<file path="src/rtl/conv_pool_if.sv">
// Handshake bundle between the conv/pool scheduler and its surrounding datapath.
// master = scheduler side, slave = stream source / MAC / pooling side.
interface conv_pool_if #(
   parameter int unsigned ADDR_W = 8
);
   logic              clr;
   logic              in_valid;
   logic              ifm_we;
   logic [ADDR_W-1:0] ifm_waddr;
   logic              w_we;
   logic [3:0]        w_waddr;
   logic              conv_go;
   logic [ADDR_W-1:0] conv_base;
   logic [ADDR_W-1:0] ofm_idx;
   logic              conv_done;
   logic              pool_go;
   logic [ADDR_W-1:0] pool_base;
   logic              pool_done;
   logic              busy;
   logic              frame_done;
   logic              err_overrun;

   modport master (
      input  clr, in_valid, conv_done, pool_done,
      output ifm_we, ifm_waddr, w_we, w_waddr,
             conv_go, conv_base, ofm_idx,
             pool_go, pool_base,
             busy, frame_done, err_overrun
   );

   modport slave (
      output clr, in_valid, conv_done, pool_done,
      input  ifm_we, ifm_waddr, w_we, w_waddr,
             conv_go, conv_base, ofm_idx,
             pool_go, pool_base,
             busy, frame_done, err_overrun
   );
endinterface

</file>
<file path="src/rtl/conv_pool_scheduler.sv">
// Control sequencer for the IFM load, 3x3 conv window issue and 2x2 max-pool issue.
// Generates buffer addresses, go strobes and frame status; no pixel arithmetic.
module conv_pool_scheduler #(
   parameter int unsigned IMG_W  = 14,
   parameter int unsigned K      = 3,
   parameter int unsigned ADDR_W = 8
) (
   input  logic          clk,
   input  logic          rst_n,
   conv_pool_if.master   bus
);

   localparam int unsigned OUT_W = IMG_W - K + 1;
   localparam int unsigned NCONV = OUT_W * OUT_W;
   localparam int unsigned PW    = OUT_W / 2;
   localparam int unsigned NPOOL = PW * PW;
   localparam int unsigned NPIX  = IMG_W * IMG_W;
   localparam int unsigned NW    = K * K;
   localparam int unsigned CW    = $clog2(OUT_W + 1);
   localparam int unsigned PCW   = $clog2(PW + 1);

   typedef enum logic [2:0] {
      S_IDLE,
      S_LOAD,
      S_CONV_ISSUE,
      S_CONV_WAIT,
      S_POOL_ISSUE,
      S_POOL_WAIT,
      S_DONE
   } state_e;

   state_e            state_q, state_d;
   logic [ADDR_W-1:0] load_cnt_q, load_cnt_d;
   logic [CW-1:0]     crow_q, crow_d, ccol_q, ccol_d;
   logic [PCW-1:0]    prow_q, prow_d, pcol_q, pcol_d;
   logic              err_q, err_d;

   logic              conv_go_q, pool_go_q, busy_q, frame_done_q;
   logic [ADDR_W-1:0] conv_base_q, ofm_idx_q, pool_base_q;

   logic              ifm_we_c;
   logic              in_load_c;

   // Stream writes are only accepted while idle or loading and within the image.
   assign in_load_c = (state_q == S_IDLE) || (state_q == S_LOAD);
   assign ifm_we_c  = bus.in_valid && in_load_c && (32'(load_cnt_q) < NPIX);

   assign bus.ifm_we      = ifm_we_c;
   assign bus.ifm_waddr   = load_cnt_q;
   assign bus.w_we        = ifm_we_c && (32'(load_cnt_q) < NW);
   assign bus.w_waddr     = load_cnt_q[3:0];
   assign bus.conv_go     = conv_go_q;
   assign bus.conv_base   = conv_base_q;
   assign bus.ofm_idx     = ofm_idx_q;
   assign bus.pool_go     = pool_go_q;
   assign bus.pool_base   = pool_base_q;
   assign bus.busy        = busy_q;
   assign bus.frame_done  = frame_done_q;
   assign bus.err_overrun = err_q;

   // Next-state and counter update.
   always_comb begin
      state_d    = state_q;
      load_cnt_d = load_cnt_q;
      crow_d     = crow_q;
      ccol_d     = ccol_q;
      prow_d     = prow_q;
      pcol_d     = pcol_q;
      err_d      = err_q;

      if (bus.clr) begin
         state_d    = S_IDLE;
         load_cnt_d = '0;
         crow_d     = '0;
         ccol_d     = '0;
         prow_d     = '0;
         pcol_d     = '0;
      end else begin
         case (state_q)
            S_IDLE: begin
               if (bus.in_valid) begin
                  state_d    = S_LOAD;
                  load_cnt_d = ADDR_W'(1);
                  err_d      = 1'b0;
               end
            end
            S_LOAD: begin
               if (bus.in_valid) begin
                  if (32'(load_cnt_q) == NPIX - 1) begin
                     state_d    = S_CONV_ISSUE;
                     load_cnt_d = '0;
                  end else begin
                     load_cnt_d = load_cnt_q + ADDR_W'(1);
                  end
               end
            end
            S_CONV_ISSUE: begin
               state_d = S_CONV_WAIT;
            end
            S_CONV_WAIT: begin
               if (bus.conv_done) begin
                  if (32'(ofm_idx_q) == NCONV - 1) begin
                     state_d = S_POOL_ISSUE;
                     crow_d  = '0;
                     ccol_d  = '0;
                  end else begin
                     state_d = S_CONV_ISSUE;
                     if (32'(ccol_q) == OUT_W - 1) begin
                        ccol_d = '0;
                        crow_d = crow_q + CW'(1);
                     end else begin
                        ccol_d = ccol_q + CW'(1);
                     end
                  end
               end
            end
            S_POOL_ISSUE: begin
               state_d = S_POOL_WAIT;
            end
            S_POOL_WAIT: begin
               if (bus.pool_done) begin
                  if ((32'(prow_q) * PW + 32'(pcol_q)) == NPOOL - 1) begin
                     state_d = S_DONE;
                     prow_d  = '0;
                     pcol_d  = '0;
                  end else begin
                     state_d = S_POOL_ISSUE;
                     if (32'(pcol_q) == PW - 1) begin
                        pcol_d = '0;
                        prow_d = prow_q + PCW'(1);
                     end else begin
                        pcol_d = pcol_q + PCW'(1);
                     end
                  end
               end
            end
            S_DONE: begin
               state_d = S_IDLE;
            end
            default: begin
               state_d = S_IDLE;
            end
         endcase

         // Stream data arriving while the frame is being processed is dropped and flagged.
         if (bus.in_valid && !in_load_c) begin
            err_d = 1'b1;
         end
      end
   end

   // State, counters and Moore-decoded outputs, all registered from the next values.
   always_ff @(posedge clk or negedge rst_n) begin
      if (!rst_n) begin
         state_q      <= S_IDLE;
         load_cnt_q   <= '0;
         crow_q       <= '0;
         ccol_q       <= '0;
         prow_q       <= '0;
         pcol_q       <= '0;
         err_q        <= 1'b0;
         conv_go_q    <= 1'b0;
         pool_go_q    <= 1'b0;
         busy_q       <= 1'b0;
         frame_done_q <= 1'b0;
         conv_base_q  <= '0;
         ofm_idx_q    <= '0;
         pool_base_q  <= '0;
      end else begin
         state_q      <= state_d;
         load_cnt_q   <= load_cnt_d;
         crow_q       <= crow_d;
         ccol_q       <= ccol_d;
         prow_q       <= prow_d;
         pcol_q       <= pcol_d;
         err_q        <= err_d;
         conv_go_q    <= (state_d == S_CONV_ISSUE);
         pool_go_q    <= (state_d == S_POOL_ISSUE);
         busy_q       <= (state_d != S_IDLE);
         frame_done_q <= (state_d == S_DONE);
         conv_base_q  <= ADDR_W'(32'(crow_d) * IMG_W + 32'(ccol_d));
         ofm_idx_q    <= ADDR_W'(32'(crow_d) * OUT_W + 32'(ccol_d));
         pool_base_q  <= ADDR_W'(2 * OUT_W * 32'(prow_d) + 2 * 32'(pcol_d));
      end
   end

endmodule

</file>
<file path="src/flat_wrapper.sv">
// flat-port wrapper written by rule: the top's interface ports become plain ports
module conv_pool_scheduler_flat 
#(
   parameter int unsigned IMG_W  = 14,
   parameter int unsigned K      = 3,
   parameter int unsigned ADDR_W = 8
)
  (clk, rst_n, bus_clr, bus_in_valid, bus_conv_done, bus_pool_done, bus_ifm_we, bus_ifm_waddr, bus_w_we, bus_w_waddr, bus_conv_go, bus_conv_base, bus_ofm_idx, bus_pool_go, bus_pool_base, bus_busy, bus_frame_done, bus_err_overrun);
  conv_pool_if #(.ADDR_W(ADDR_W)) bus_i ();
  input  logic clk;
  input  logic rst_n;
  input wire logic [$bits(bus_i.clr)-1:0] bus_clr;
  input wire logic [$bits(bus_i.in_valid)-1:0] bus_in_valid;
  input wire logic [$bits(bus_i.conv_done)-1:0] bus_conv_done;
  input wire logic [$bits(bus_i.pool_done)-1:0] bus_pool_done;
  output wire logic [$bits(bus_i.ifm_we)-1:0] bus_ifm_we;
  output wire logic [$bits(bus_i.ifm_waddr)-1:0] bus_ifm_waddr;
  output wire logic [$bits(bus_i.w_we)-1:0] bus_w_we;
  output wire logic [$bits(bus_i.w_waddr)-1:0] bus_w_waddr;
  output wire logic [$bits(bus_i.conv_go)-1:0] bus_conv_go;
  output wire logic [$bits(bus_i.conv_base)-1:0] bus_conv_base;
  output wire logic [$bits(bus_i.ofm_idx)-1:0] bus_ofm_idx;
  output wire logic [$bits(bus_i.pool_go)-1:0] bus_pool_go;
  output wire logic [$bits(bus_i.pool_base)-1:0] bus_pool_base;
  output wire logic [$bits(bus_i.busy)-1:0] bus_busy;
  output wire logic [$bits(bus_i.frame_done)-1:0] bus_frame_done;
  output wire logic [$bits(bus_i.err_overrun)-1:0] bus_err_overrun;
  assign bus_i.clr = bus_clr;
  assign bus_i.in_valid = bus_in_valid;
  assign bus_i.conv_done = bus_conv_done;
  assign bus_i.pool_done = bus_pool_done;
  assign bus_ifm_we = bus_i.ifm_we;
  assign bus_ifm_waddr = bus_i.ifm_waddr;
  assign bus_w_we = bus_i.w_we;
  assign bus_w_waddr = bus_i.w_waddr;
  assign bus_conv_go = bus_i.conv_go;
  assign bus_conv_base = bus_i.conv_base;
  assign bus_ofm_idx = bus_i.ofm_idx;
  assign bus_pool_go = bus_i.pool_go;
  assign bus_pool_base = bus_i.pool_base;
  assign bus_busy = bus_i.busy;
  assign bus_frame_done = bus_i.frame_done;
  assign bus_err_overrun = bus_i.err_overrun;
  conv_pool_scheduler #(.IMG_W(IMG_W), .K(K), .ADDR_W(ADDR_W)) u_core (.clk(clk), .rst_n(rst_n), .bus(bus_i));
endmodule
</file>
<file path="config.mk">
export PLATFORM = sky130hd
export DESIGN_NAME = conv_pool_scheduler_flat
export DESIGN_NICKNAME = d
export VERILOG_FILES = /design/src/rtl/conv_pool_if.sv /design/src/rtl/conv_pool_scheduler.sv /design/src/flat_wrapper.sv
export SDC_FILE = /design/constraint.sdc
export NUM_CORES = 1
export LEC_CHECK = 0
export CORE_UTILIZATION = 60
export CTS_BUF_LIST = sky130_fd_sc_hd__clkbuf_8
export CTS_CLUSTER_DIAMETER = 80
export DETAILED_ROUTE_END_ITERATION = 8
export PLACE_DENSITY = 0.95
export SLEW_MARGIN = 20
export SYNTH_ARGS = -nofsm -noshare
export SYNTH_HDL_FRONTEND = slang
export SYNTH_SLANG_ARGS = --single-unit
</file>
<file path="constraint.sdc">
create_clock -name clk -period 5.6 [get_ports clk]
set_clock_uncertainty 0.2 [all_clocks]
set_input_delay 0.84 -clock clk [delete_from_list [all_inputs] [get_ports clk]]
set_output_delay 0.84 -clock clk [all_outputs]
set_load 0.1 [all_outputs]
</file>
# Word-level counts from Yosys, hierarchy flattened
# Index checks and enable logic that the tools add are counted.
word_totals:
  ff_bits: 54
  input_bits: 6
  elab_cells: 95
op_classes:
  add_sub_neg: 9
  mul: 4
  n_lt_le_gt_ge: 2
  n_eq_ne: 15
  mux: 37
  bitwise_logic: 1
  n_reduce_logical: 13
op_table:
  columns: ["cell", "n"]
  rows:
  - ["$mux W3", 17]
  - ["$mux W4", 10]
  - ["$eq A32 B6 Y1 const B", 1]
  - ["$mux W8", 4]
  - ["$add A8 B4 Y8", 3]
  - ["$pmux W3 S6", 1]
  - ["$eq A8 B8 Y1 const B", 2]
  - ["$pmux W8 S2", 1]
  - ["$eq A3 B3 Y1 const B", 5]
  - ["$eq A3 B2 Y1 const B", 3]
  - ["$add A4 B1 Y4 const B", 2]
  - ["$add A8 B1 Y8 const B", 1]
  - ["$lt A8 B4 Y1 const B", 1]
  - ["$lt A8 B8 Y1 const B", 1]
  - ["$add A6 B3 Y7", 1]
  - ["$mul A4 B3 Y7 const B", 1]
  - ["$add A3 B1 Y3 const B", 2]
  - ["$mul A4 B2 Y6 const B", 1]
  - ["$ne A3 B3 Y1 const B", 2]
  - ["$reduce_and A3 Y1", 2]
  - ["$reduce_bool A3 Y1", 2]
  - ["$mul A2 B3 Y5 const A", 1]
  - ["$mul A3 B2 Y5 const B", 1]
  - ["$eq A4 B4 Y1 const B", 1]
  - ["9 further kinds", 15]

# Longest topological paths before layout
# Gate-level depths: netlist (run 1).
depth:
  word_depth: 9
  mapped_depth: 16
  ltp_nobuf: 15

# Worst setup path after synthesis (run 1)
# Ideal clock, no wire load.
synth_path:
  path_type: "input port to flip-flop"
  start: "input port bus_conv_done"
  end: "register u_core.conv_base_q[7], in the netlist u_core.bus.conv_base[7]"
  setup_time_ns: 0.125
  arrival_time_ns: 3.738
  required_time_ns: 5.275
  slack_ns: 1.537
  cell_stages: 14
  cell_sequence: "and4b_1 -> buf_4 -> nand2_1 -> nor3b_1 -> nand3_1 -> a21oi_1 -> inv_1 -> fa_1 -> inv_1 -> ha_1 -> fa_1 -> nor2b_1 -> nand3_1 -> xor2_1"
synth_via:
  elab_chain_cells: 5
  word_cells_on_any_way: 8
  classes_between: "add/sub: 1; mul: 1; mux: 6"
synth_rtl:
  columns: ["item", "line", "text"]
  rows:
  - ["start, declared", "flat_wrapper.sv:14", "input wire logic [$bits(bus_i.conv_done)-1:0] bus_conv_done;"]
  - ["$mux W4", "conv_pool_scheduler.sv:101", "if (bus.conv_done) begin"]
  - ["$mux W4", "conv_pool_scheduler.sv:79", "case (state_q)"]
  - ["$mux W4", "conv_pool_scheduler.sv:71", "if (bus.clr) begin"]
  - ["via u_core.crow_d[1]", "conv_pool_scheduler.sv:34", "logic [CW-1:0] crow_q, crow_d, ccol_q, ccol_d;"]
  - ["$mul A4 B3 Y7", "conv_pool_scheduler.sv:181", "conv_base_q <= ADDR_W'(32'(crow_d) * IMG_W + 32'(ccol_d));"]
  - ["$add A8 B4 Y8", "conv_pool_scheduler.sv:181", null]
  - ["end signal, assigned", "conv_pool_scheduler.sv:181", null]
  - ["end, declared", "conv_pool_scheduler.sv:39", "logic [ADDR_W-1:0] conv_base_q, ofm_idx_q, pool_base_q;"]
# The timed path passes the listed nets, and every way through them passes these cells.
# A chain may end at the register's enable or synchronous reset.

# Final worst setup path (run 1)
layout_path:
  start: "input port bus_conv_done"
  end: "register u_core.conv_base_q[7], in the netlist u_core.bus.conv_base[7]"
layout_via:
  elab_chain_cells: 5
  word_cells_on_any_way: 8
  classes_between: "add/sub: 1; mul: 1; mux: 6"
layout_rtl:
  columns: ["item", "line"]
  rows:
  - ["$mux W4", "conv_pool_scheduler.sv:101"]
  - ["$mux W4", "conv_pool_scheduler.sv:79"]
  - ["$mux W4", "conv_pool_scheduler.sv:71"]
  - ["$mul A4 B3 Y7", "conv_pool_scheduler.sv:181"]
  - ["$add A8 B4 Y8 *", "conv_pool_scheduler.sv:181"]
# Mark *: on every way between the ends. The rest lies on a longest branch, timed or not.

==> impl_metrics.env, run 1 <==
export IMPL_antenna_cells=0
export IMPL_first_global_vias=2413
export IMPL_fillCellCount=344
export IMPL_synth_xor_xnor_area_share=0.08360
export IMPL_async_flop_share=1.000
export IMPL_holdCritPathClass="in -> async"
export IMPL_grt_pass1_wl_um=11180
export IMPL_timing_fmax_mhz=214.3
export IMPL_pre_cts_ws_ns=0.6817
export IMPL_worstSetupStartpointType="primary input"
export IMPL_ys_flop_type="dfrtp_1"
export IMPL_core_area_um2=4880
export IMPL_comb_power_share=0.086
export IMPL_finalNetCount=393
export IMPL_seq_area_frac_synth=0.3840
export IMPL_synthAdderAreaFrac=0.1680
export IMPL_period_needed_ns=4.667
export IMPL_cts_inserted_buffers=5
export IMPL_clk_latency_ns=0.31
export IMPL_synth_compound_area_frac=0.1024
export IMPL_grt_setup_unrepaired="no"
export IMPL_vdd_ir_drop_worst_v=0.0001164
export IMPL_avgSynthCellArea_um2=10.09
export IMPL_cp_data_arrival_time_ns=4.66
export IMPL_critPathCaptureType="register"
export IMPL_grt_overflow=0
export IMPL_synth_edf_count=0
export IMPL_die_area_um2=5506
export IMPL_p_int_uw=496.0
export IMPL_clock_sinks=48
export IMPL_dr_pass1_iters=4
export IMPL_crit_required_ns=5.59
export IMPL_final_max_slew_viol_count=0
export IMPL_yosysTopAreaCellShare=0.3840
export IMPL_synth_area_leaders="dfrtp_1, ha_1, fa_1, xnor2_1, a21oi_1"
export IMPL_portBuffers=47
export IMPL_antenna_found_initial=0
export IMPL_initial_utilization=0.6410
export IMPL_dp_hpwl_um=4986
export IMPL_tightest_slew_ns=0.9852
export IMPL_status="completed"
export IMPL_clkPwrFrac=0.386
export IMPL_maxCapViolCount=0
export IMPL_grt_use_total=0.2690
export IMPL_root_buffer="clkbuf_8"
export IMPL_drt_iter0_markers=165
export IMPL_synth_most_common_cell="dfrtp_1"
export IMPL_place_congestion=0.8800
export IMPL_cts_max_level=2
export IMPL_layout_setup_ws_ns=0.9334
export IMPL_setup_tns_ns=0
export IMPL_wl_um=6600
export IMPL_post_cts_buffers=0
export IMPL_ios=49
export IMPL_cts_hold_buf=0
export IMPL_switching_share=0.2558
export IMPL_worstSetupPathType="in -> reg"
export IMPL_power_uw=666.5
export IMPL_finalSetupViolations=0
export IMPL_netlist_area_um2=3128
export IMPL_avgViaCountPerCell=5.759
export IMPL_ys_warn_count=0
export IMPL_cts_buffer_depth=2
export IMPL_p_leak_nw=1.742
export IMPL_clk_pin_slew_worst_paths_ns=0.09
export IMPL_synthSimpleGateAreaFrac=0.1932
export IMPL_syn_inst=310
export IMPL_cts_tree="yes"
export IMPL_num_rows=25
export IMPL_syn_nets=352
export IMPL_grt_max_degree=49
export IMPL_ys_ff_latch=48
export IMPL_yosys_mux_area_fraction=0.01280
export IMPL_antenna_left=0
export IMPL_synth_largest_area_cell="dfrtp_1"
export IMPL_die_w_um=74.21
export IMPL_fin_crit_sh=0.8333
export IMPL_power_density_nw_per_um2=180.0
export IMPL_yosysUniqueCellTypes=51
export IMPL_dp_cells=411
export IMPL_whs_ns=0.3126
export IMPL_wire_per_inst_um=15.75
export IMPL_pwr_share_seq=0.528
export IMPL_synth_top_family_by_area="simple AND/OR/NAND/NOR gates"
export IMPL_route_detailed_drc=0
export IMPL_stdcell_count=419
export IMPL_die_h_um=74.21
export IMPL_hold_violations=0
export IMPL_relSlewSlack=0.3412
export IMPL_final_layout_size_suffix_gt1_frac=0.05398
export IMPL_power_switching_uw=170.5
export IMPL_post_cts_resized_instances=0
export IMPL_path_max_fanout=6
export IMPL_vias=2413
export IMPL_synthTopCellsByCount="dfrtp_1, ha_1, nor2_1, nand2_1, a21oi_1"
export IMPL_area_growth_pct=18.36
==> cell type report <==
cell class / count / area [um^2] / share of cell area
Sequential cell: 48 / 1201 / 0.3244
Timing Repair Buffer: 49 / 483.0 / 0.1304
Tap cell: 67 / 83.83 / 0.02264
Clock inverter: 3 / 46.29 / 0.01250
Clock buffer: 5 / 68.82 / 0.01859
Multi-Input combinational cell: 230 / 1755 / 0.4741
Inverter: 17 / 63.81 / 0.01724
==> power by group through the flow <==
| stage | Sequential, mW | Combinational (mW) | Clock [mW] |
|---|---|---|---|
| CTS | 0.352 | 0.0575 | 0.258 |
| floorplan | 0.367 | 0.0296 | 0 |
| detailed placement | 0.358 | 0.0571 | 0 |
| global route | 0.352 | 0.0615 | 0.271 |
| global placement | 0.358 | 0.0559 | 0 |
| finish | 0.352 | 0.0573 | 0.257 |
==> logic make-up after synthesis <==
| logic type | count (synthesis) |
|---|---|
| AO/OA/AOI/OAI | 50 |
| AND/OR/NAND/NOR | 110 |
| buffers and inverters | 32 |
| multiplexers | 4 |
| XOR/XNOR | 29 |
| adder cells (fa/ha/maj) | 36 |
| other | 1 |
| flip-flops | 48 |
==> critical path: stages <==
cell and delay, ns:
clkdlybuf4s50_1 0.58, and4b_1 0.37, nand2_1 0.12, nor3b_1 0.30, nand2_1 0.12, xor2_1 0.17
or2_1 0.31, fa_1 0.52, inv_1 0.05, ha_1 0.21, fa_1 0.55, nor2b_1 0.23
nand3_1 0.13, xor2_1 0.17
==> flip-flops by register name (all words and copies together) (netlist names) <==
register,count
u_core.bus.busy,1
u_core.bus.conv_base,7
u_core.bus.conv_go,1
u_core.bus.err_overrun,1
u_core.bus.frame_done,1
u_core.bus.ifm_waddr,8
u_core.bus.ofm_idx,6
u_core.bus.pool_base,5
u_core.bus.pool_go,1
u_core.ccol_q,4
u_core.crow_q,4
u_core.pcol_q,3
u_core.prow_q,3
u_core.state_q,3
==> metal layers <==
| layer | vias to the layer above | GRT usage | wire length (um) |
|---|---|---|---|
| met2 | 71 | 0.4798 | 3412 |
| li1 | 1154 | - | - |
| met4 | 0 | 0.08547 | 104 |
| met3 | 12 | 0.04607 | 316 |
| met5 | - | 0 | 0 |
| met1 | 1176 | 0.3319 | 2767 |
==> cells in the final DEF (no fill, tap or decap), drive strengths merged, types with 2 or more instances in the layout <==
master,instances
dfrtp,48
clkdlybuf4s50,46
ha,26
nor2,25
nand2,23
a21oi,20
xnor2,19
inv,18
o21ai,11
xor2,10
nand3,10
fa,10
nor4,8
nor3,6
nand3b,5
clkbuf,5
nor2b,4
mux2i,4
and3,4
nand4b,4
or2,4
nand2b,3
o211ai,3
nor3b,3
a211o,3
buf,3
a21o,3
and4b,2
nand4,2
or3,2
a22o,2
==> per-stage QoR <==
step | utilization | instance area, um^2
final | 0.7587 | 3702
after global placement | 0.7346 | 3585
after global routing | 0.7587 | 3702
after detailed placement | 0.7346 | 3585
after CTS | 0.7582 | 3700
after floorplan | - | 3128
==> worst paths after layout <==
path | from | endpoint | slack (ns) | cells past startpoint
max | bus_conv_done | u_core.bus.conv_base[7] | 0.93 | 14
min | rst_n | u_core.bus.ifm_waddr[0] | 0.31 | 1
max reg2reg | u_core.state_q[0] | u_core.bus.conv_base[7] | 1.42 | 13
min reg2reg | u_core.bus.err_overrun | u_core.bus.err_overrun | 0.33 | 2
max in group asynchronous | rst_n | u_core.crow_q[2] | 4.47 | 1
min in group clk | u_core.bus.err_overrun | u_core.bus.err_overrun | 0.33 | 2
No activity file was read; power rests on OpenSTA's default activity.
==> run 2: changes to the inputs <==
--- a/config.mk
+++ b/config.mk
@@ -5,11 +5,11 @@
 export SDC_FILE = /design/constraint.sdc
 export NUM_CORES = 1
 export LEC_CHECK = 0
-export CORE_UTILIZATION = 60
+export CORE_UTILIZATION = 56
 export CTS_BUF_LIST = sky130_fd_sc_hd__clkbuf_8
 export CTS_CLUSTER_DIAMETER = 80
 export DETAILED_ROUTE_END_ITERATION = 8
-export PLACE_DENSITY = 0.95
+export PLACE_DENSITY = 0.92
 export SLEW_MARGIN = 20
 export SYNTH_ARGS = -nofsm -noshare
 export SYNTH_HDL_FRONTEND = slang
==> constraint.sdc (replaced) <==
create_clock -name clk -period 4.5 [get_ports clk]
set_clock_uncertainty 0.2 [all_clocks]
set_input_delay 0.675 -clock clk [delete_from_list [all_inputs] [get_ports clk]]
set_output_delay 0.675 -clock clk [all_outputs]
set_load 0.1 [all_outputs]
==> impl_metrics.env, run 2 (synthesized netlist as in run 1, its figures left out) <==
export IMPL_cts_inserted_buffers=5
export IMPL_cp_top_family="simple AND/OR/NAND/NOR gates"
export IMPL_antenna_cells=0
export IMPL_place_area_um2=3613
export IMPL_place_congestion=0.9518
export IMPL_antenna_found_initial=0
export IMPL_wire_per_inst_um=15.22
export IMPL_worstSetupStartpointType="primary input"
export IMPL_cts_tree="yes"
export IMPL_wl_met2_um=3310
export IMPL_largest_reg_flops=8
export IMPL_clock_sinks=48
export IMPL_post_cts_buffers=0
export IMPL_grt_max_degree=49
export IMPL_relSlewSlack=0.3378
export IMPL_clk_pin_slew_worst_paths_ns=0.10
export IMPL_crit_buf_inv=2
export IMPL_drt_met1_wl_um=2796
export IMPL_initial_utilization=0.5972
export IMPL_hold_violations=0
export IMPL_cp_slowest_cell="fa_1"
export IMPL_antenna_left=0
export IMPL_cts_max_level=2
export IMPL_cts_hold_buf=0
export IMPL_setup_tns_ns=0
export IMPL_maxCapViolCount=0
export IMPL_grt_pass1_wl_um=11100
export IMPL_final_area_um2=3727
export IMPL_layout_common_cells="dfrtp_1, clkdlybuf4s50_1, ha_1, nor2_1, nand2_1"
export IMPL_die_area_um2=5888
export IMPL_final_common_cell="dfrtp_1"
export IMPL_crit_required_ns=4.49
export IMPL_area_growth_pct=19.16
export IMPL_clk_latency_ns=0.31
export IMPL_critPathCaptureType="register"
export IMPL_final_layout_size_suffix_gt1_frac=0.07022
export IMPL_vias=2450
export IMPL_fin_crit_sh=0.9235
export IMPL_wl_um=6482
export IMPL_drt_iter0_markers=151
export IMPL_dr_pass1_iters=4
export IMPL_crit_chain="clkdlybuf4s50_1 -> and4b_1 -> nand2_1 -> nor3b_1 -> nand2_1 -> xor2_1 -> or2_1 -> fa_1 -> inv_1 -> ha_1 -> fa_1 -> nor2b_1 -> nand3_1 -> xor2_1"
export IMPL_path_max_fanout=3
export IMPL_core_area_um2=5238
export IMPL_grt_overflow=0
export IMPL_critPathMaxStageDelay_ns=0.54
export IMPL_first_global_vias=2403
export IMPL_timing_fmax_mhz=240.6
export IMPL_avgViaCountPerCell=5.751
export IMPL_cts_buffer_depth=2
export IMPL_worstSetupPathType="in -> reg"
export IMPL_wl_met3_um=283
export IMPL_p_leak_nw=1.763
export IMPL_root_buffer="clkbuf_8"
export IMPL_ios=49
export IMPL_post_cts_resized_instances=0
export IMPL_finalSetupViolations=0
export IMPL_period_needed_ns=4.156
export IMPL_tightest_slew_ns=0.9901
export IMPL_die_w_um=76.74
export IMPL_power_density_nw_per_um2=221.8
export IMPL_grt_setup_unrepaired="no"
export IMPL_status="completed"
export IMPL_utilization=0.7117
export IMPL_die_h_um=76.74
export IMPL_finalNetCount=397
export IMPL_holdCritPathClass="in -> async"
export IMPL_cp_data_arrival_time_ns=4.14
export IMPL_grt_use_total=0.2400
export IMPL_maxUsedRoutingLayer="met4"
export IMPL_num_rows=26
export IMPL_portBuffers=47
export IMPL_power_uw=826.7
export IMPL_vdd_ir_drop_worst_v=0.0001696
export IMPL_dp_hpwl_um=4665
export IMPL_final_max_slew_viol_count=0
export IMPL_route_detailed_drc=0
## run 2: changes by cell type in the layout (fill, tap and decap cells not counted), sizes merged
| cell | previous run | this run |
|---|---|---|
| clkinv | 0 | 1 |
| inv | 18 | 17 |
| clkdlybuf4s50 | 46 | 44 |
| buf | 3 | 9 |
## run 2: layer usage
metal,vias up,GRT usage
li1,1162,-
met1,1209,0.3147
met2,71,0.4080
met3,8,0.03810
met4,0,0.07308
met5,-,0
## run 2: layout make-up
class,count,area [um^2]
fill,381,1510
clock buffer,5,68.82
clock inverter,3,42.54
multi-input combinational,230,1755
tap,70,87.58
timing repair buffer,53,508.0
sequential,48,1201
inverter,17,63.81
## run 2: worst paths after layout
kind                       depth (start not counted)              startpoint                      end  slack, ns
setup / recovery                                  14           bus_conv_done  u_core.bus.conv_base[7]       0.34
hold / removal                                     1                   rst_n         u_core.pcol_q[2]       0.16
setup reg to reg                                  12        u_core.prow_q[0]  u_core.bus.pool_base[7]       0.48
hold reg to reg                                    2  u_core.bus.err_overrun   u_core.bus.err_overrun       0.32
max in group asynchronous                          1                   rst_n  u_core.bus.conv_base[2]       3.52
min in group clk                                   2  u_core.bus.err_overrun   u_core.bus.err_overrun       0.32
## run 2: power by group
part | switching (mW) | total [mW] | internal (mW)
Combinational | 0.0551 | 0.0720 | 0.0169
Clock | 0.153 | 0.317 | 0.165
Sequential | 0.00427 | 0.437 | 0.433
Total | 0.212 | 0.827 | 0.615
## run 2: through the flow
stage                     setup WS, ns  hold WS [ns]  instances
after detailed placement       0.04238        0.2918        418
after floorplan                 0.6015        0.1794        310
after global routing            0.1335        0.2265        426
after CTS                       0.3372        0.3134        426
after global placement          0.1439        0.2840        418
final                           0.3443        0.1619        426
## run 2: worst reg2reg max path, cell delays in order, from the launching register on
cell       delay (ns)
dfrtp_1          0.44
ha_1             0.37
fa_1             0.49
a21bo_2          0.22
a2bb2oi_1        0.19
a21oi_1          0.13
nor3_1           0.41
nor3_1           0.20
ha_1             0.27
fa_1             0.63
nand3_1          0.09
mux2i_1          0.17
xnor2_1          0.14
==> run 3: changes to the inputs <==
--- a/config.mk
+++ b/config.mk
@@ -5,11 +5,11 @@
 export SDC_FILE = /design/constraint.sdc
 export NUM_CORES = 1
 export LEC_CHECK = 0
-export CORE_UTILIZATION = 56
+export CORE_UTILIZATION = 51
 export CTS_BUF_LIST = sky130_fd_sc_hd__clkbuf_8
 export CTS_CLUSTER_DIAMETER = 80
 export DETAILED_ROUTE_END_ITERATION = 8
-export PLACE_DENSITY = 0.92
+export PLACE_DENSITY = 0.88
 export SLEW_MARGIN = 20
 export SYNTH_ARGS = -nofsm -noshare
 export SYNTH_HDL_FRONTEND = slang
==> constraint.sdc (replaced) <==
create_clock -name clk -period 3.6 [get_ports clk]
set_clock_uncertainty 0.2 [all_clocks]
set_input_delay 0.54 -clock clk [delete_from_list [all_inputs] [get_ports clk]]
set_output_delay 0.54 -clock clk [all_outputs]
set_load 0.1 [all_outputs]
==> impl_metrics.env, run 3 (synthesized netlist as in run 1, its figures left out) <==
export IMPL_status="completed"
export IMPL_dp_cells=466
export IMPL_dr_pass1_iters=4
export IMPL_crit_chain="buf_6 -> ha_4 -> fa_2 -> a21bo_2 -> a2bb2oi_4 -> a21oi_4 -> nor3_2 -> buf_4 -> nor3_2 -> ha_2 -> fa_2 -> nand3_2 -> mux2i_1 -> xnor2_1"
export IMPL_grt_max_degree=26
export IMPL_holdCritPathClass="in -> async"
export IMPL_clkPwrFrac=0.367
export IMPL_antenna_left=0
export IMPL_cts_max_level=2
export IMPL_period_needed_ns=3.585
export IMPL_area_growth_pct=41.24
export IMPL_grt_pass1_wl_um=11890
export IMPL_pwr_share_seq=0.538
export IMPL_cts_buffer_depth=2
export IMPL_timing_fmax_mhz=279.0
export IMPL_grt_setup_unrepaired="yes"
export IMPL_tightest_slew_ns=0.9757
export IMPL_switching_share=0.2410
export IMPL_critPathMaxStageDelay_ns=0.62
export IMPL_die_w_um=80.32
export IMPL_p_leak_nw=2.067
export IMPL_cp_slowest_cell="fa_2"
export IMPL_final_area_um2=4418
export IMPL_die_h_um=80.32
export IMPL_drt_iter0_markers=118
export IMPL_crit_buf_inv=2
export IMPL_clk_pin_slew_worst_paths_ns=0.08
export IMPL_clk_latency_ns=0.30
export IMPL_final_max_slew_viol_count=0
export IMPL_cp_top_family="adder cells"
export IMPL_largest_reg_flops=8
export IMPL_finalSetupViolations=0
export IMPL_cts_inserted_buffers=5
export IMPL_layout_setup_ws_ns=0.01547
export IMPL_place_area_um2=3961
export IMPL_antenna_found_initial=0
export IMPL_power_density_nw_per_um2=229.0
export IMPL_critPathCaptureType="register"
export IMPL_pre_cts_ws_ns=-0.6043
export IMPL_initial_utilization=0.5283
export IMPL_layout_common_cells="buf_4, clkdlybuf4s50_1, dfrtp_1, nor2_1, nand2_1"
export IMPL_final_layout_size_suffix_gt1_frac=0.3098
export IMPL_first_global_vias=2713
export IMPL_portBuffers=47
export IMPL_vias=2670
export IMPL_stdcell_count=485
export IMPL_cts_hold_buf=0
export IMPL_p_int_uw=768.0
export IMPL_r2r_slack_ns=0.02
export IMPL_ios=49
export IMPL_grt_use_total=0.2400
export IMPL_grt_overflow=0
export IMPL_route_detailed_drc=0
export IMPL_hold_violations=0
export IMPL_wl_um=7424
export IMPL_num_rows=28
export IMPL_fin_crit_sh=0.9957
export IMPL_root_buffer="clkbuf_8"
export IMPL_comb_power_share=0.095
export IMPL_wire_per_inst_um=15.31
export IMPL_place_congestion=0.8545
export IMPL_crit_required_ns=3.62
export IMPL_relSlewSlack=0.3475
export IMPL_worstSetupPathType="reg -> reg"
export IMPL_core_area_um2=5921
export IMPL_cp_data_arrival_time_ns=3.60
export IMPL_maxCapViolCount=0
export IMPL_dp_hpwl_um=5425
export IMPL_final_common_cell="buf_4"
export IMPL_clock_sinks=48
export IMPL_avgViaCountPerCell=5.505
export IMPL_cts_tree="yes"
export IMPL_finalNetCount=451
export IMPL_worstSetupStartpointType="register"
export IMPL_vdd_ir_drop_worst_v=0.0001947
export IMPL_die_area_um2=6451
export IMPL_path_max_fanout=4
export IMPL_power_mw=1.012
export IMPL_antenna_cells=0
export IMPL_power_switching_uw=243.8
[run 3: worst register-to-register path, stage by stage (launching register included)]
cell,delay (ns)
dfrtp_1,0.43
buf_6,0.14
ha_4,0.16
fa_2,0.45
a21bo_2,0.27
a2bb2oi_4,0.18
a21oi_4,0.08
nor3_2,0.18
buf_4,0.15
nor3_2,0.05
ha_2,0.22
fa_2,0.62
nand3_2,0.08
mux2i_1,0.17
xnor2_1,0.14
[run 3: final timing paths]
| kind | start | to | depth (start not counted) |
|---|---|---|---|
| worst max register to register | u_core.prow_q[0] | u_core.bus.pool_base[7] | 14 |
| max in group asynchronous | rst_n | u_core.state_q[0] | 2 |
| worst max-delay path | u_core.prow_q[0] | u_core.bus.pool_base[7] | 14 |
| worst min-delay path | rst_n | u_core.bus.conv_base[5] | 1 |
| worst min register to register | u_core.bus.err_overrun | u_core.bus.err_overrun | 2 |
| min in group clk | u_core.bus.err_overrun | u_core.bus.err_overrun | 2 |
[run 3: layout make-up]
cell class / instances / area (um^2)
multi-input combinational: 230 / 2021
fill: 397 / 1503
sequential: 48 / 1209
timing repair buffer: 107 / 923.4
tap: 75 / 93.84
clock buffer: 5 / 68.82
inverter: 17 / 63.81
clock inverter: 3 / 38.79
[run 3: repair_timing]
action                                  4_1_cts  5_1_grt
setup buffers                                 2        9
endpoints found under the setup margin        8        8
endpoints found under the hold margin         0        0
resized for setup                            13       43
pin swaps                                    10       17
[run 3: stage by stage]
| step | setup TNS (ns) | hold WS (ns) | util |
|---|---|---|---|
| 5_1_grt | -0.2360 | 0.04092 | 0.7462 |
| 6_report | 0 | 0.009708 | 0.7462 |
| 3_5_place_dp | -3.157 | 0.3025 | 0.6691 |
| 4_1_cts | 0 | 0.01599 | 0.6989 |
| 2_1_floorplan | 0 | 0.04441 | - |
| 3_3_place_gp | -2.394 | 0.2890 | 0.6691 |
[run 3: power by group through the flow]
stage,Clock [mW],Combinational (mW),Sequential (mW)
5_1_grt,0.398,0.103,0.545
6_report,0.372,0.0959,0.544
4_1_cts,0.382,0.0957,0.544
3_3_place_gp,0,0.0940,0.555
2_1_floorplan,0,0.0462,0.570
3_5_place_dp,0,0.0953,0.555
[run 3: routing by layer]
| metal | up-vias | part of all wire | global-route usage | wire length, um |
|---|---|---|---|---|
| met1 | 1316 | 0.38 | 0.2609 | 2847 |
| li1 | 1267 | - | - | - |
| met5 | - | 0 | 0 | 0 |
| met3 | 18 | 0.035 | 0.03636 | 258 |
| met2 | 69 | 0.56 | 0.4573 | 4155 |
| met4 | 0 | 0.022 | 0.1018 | 163 |
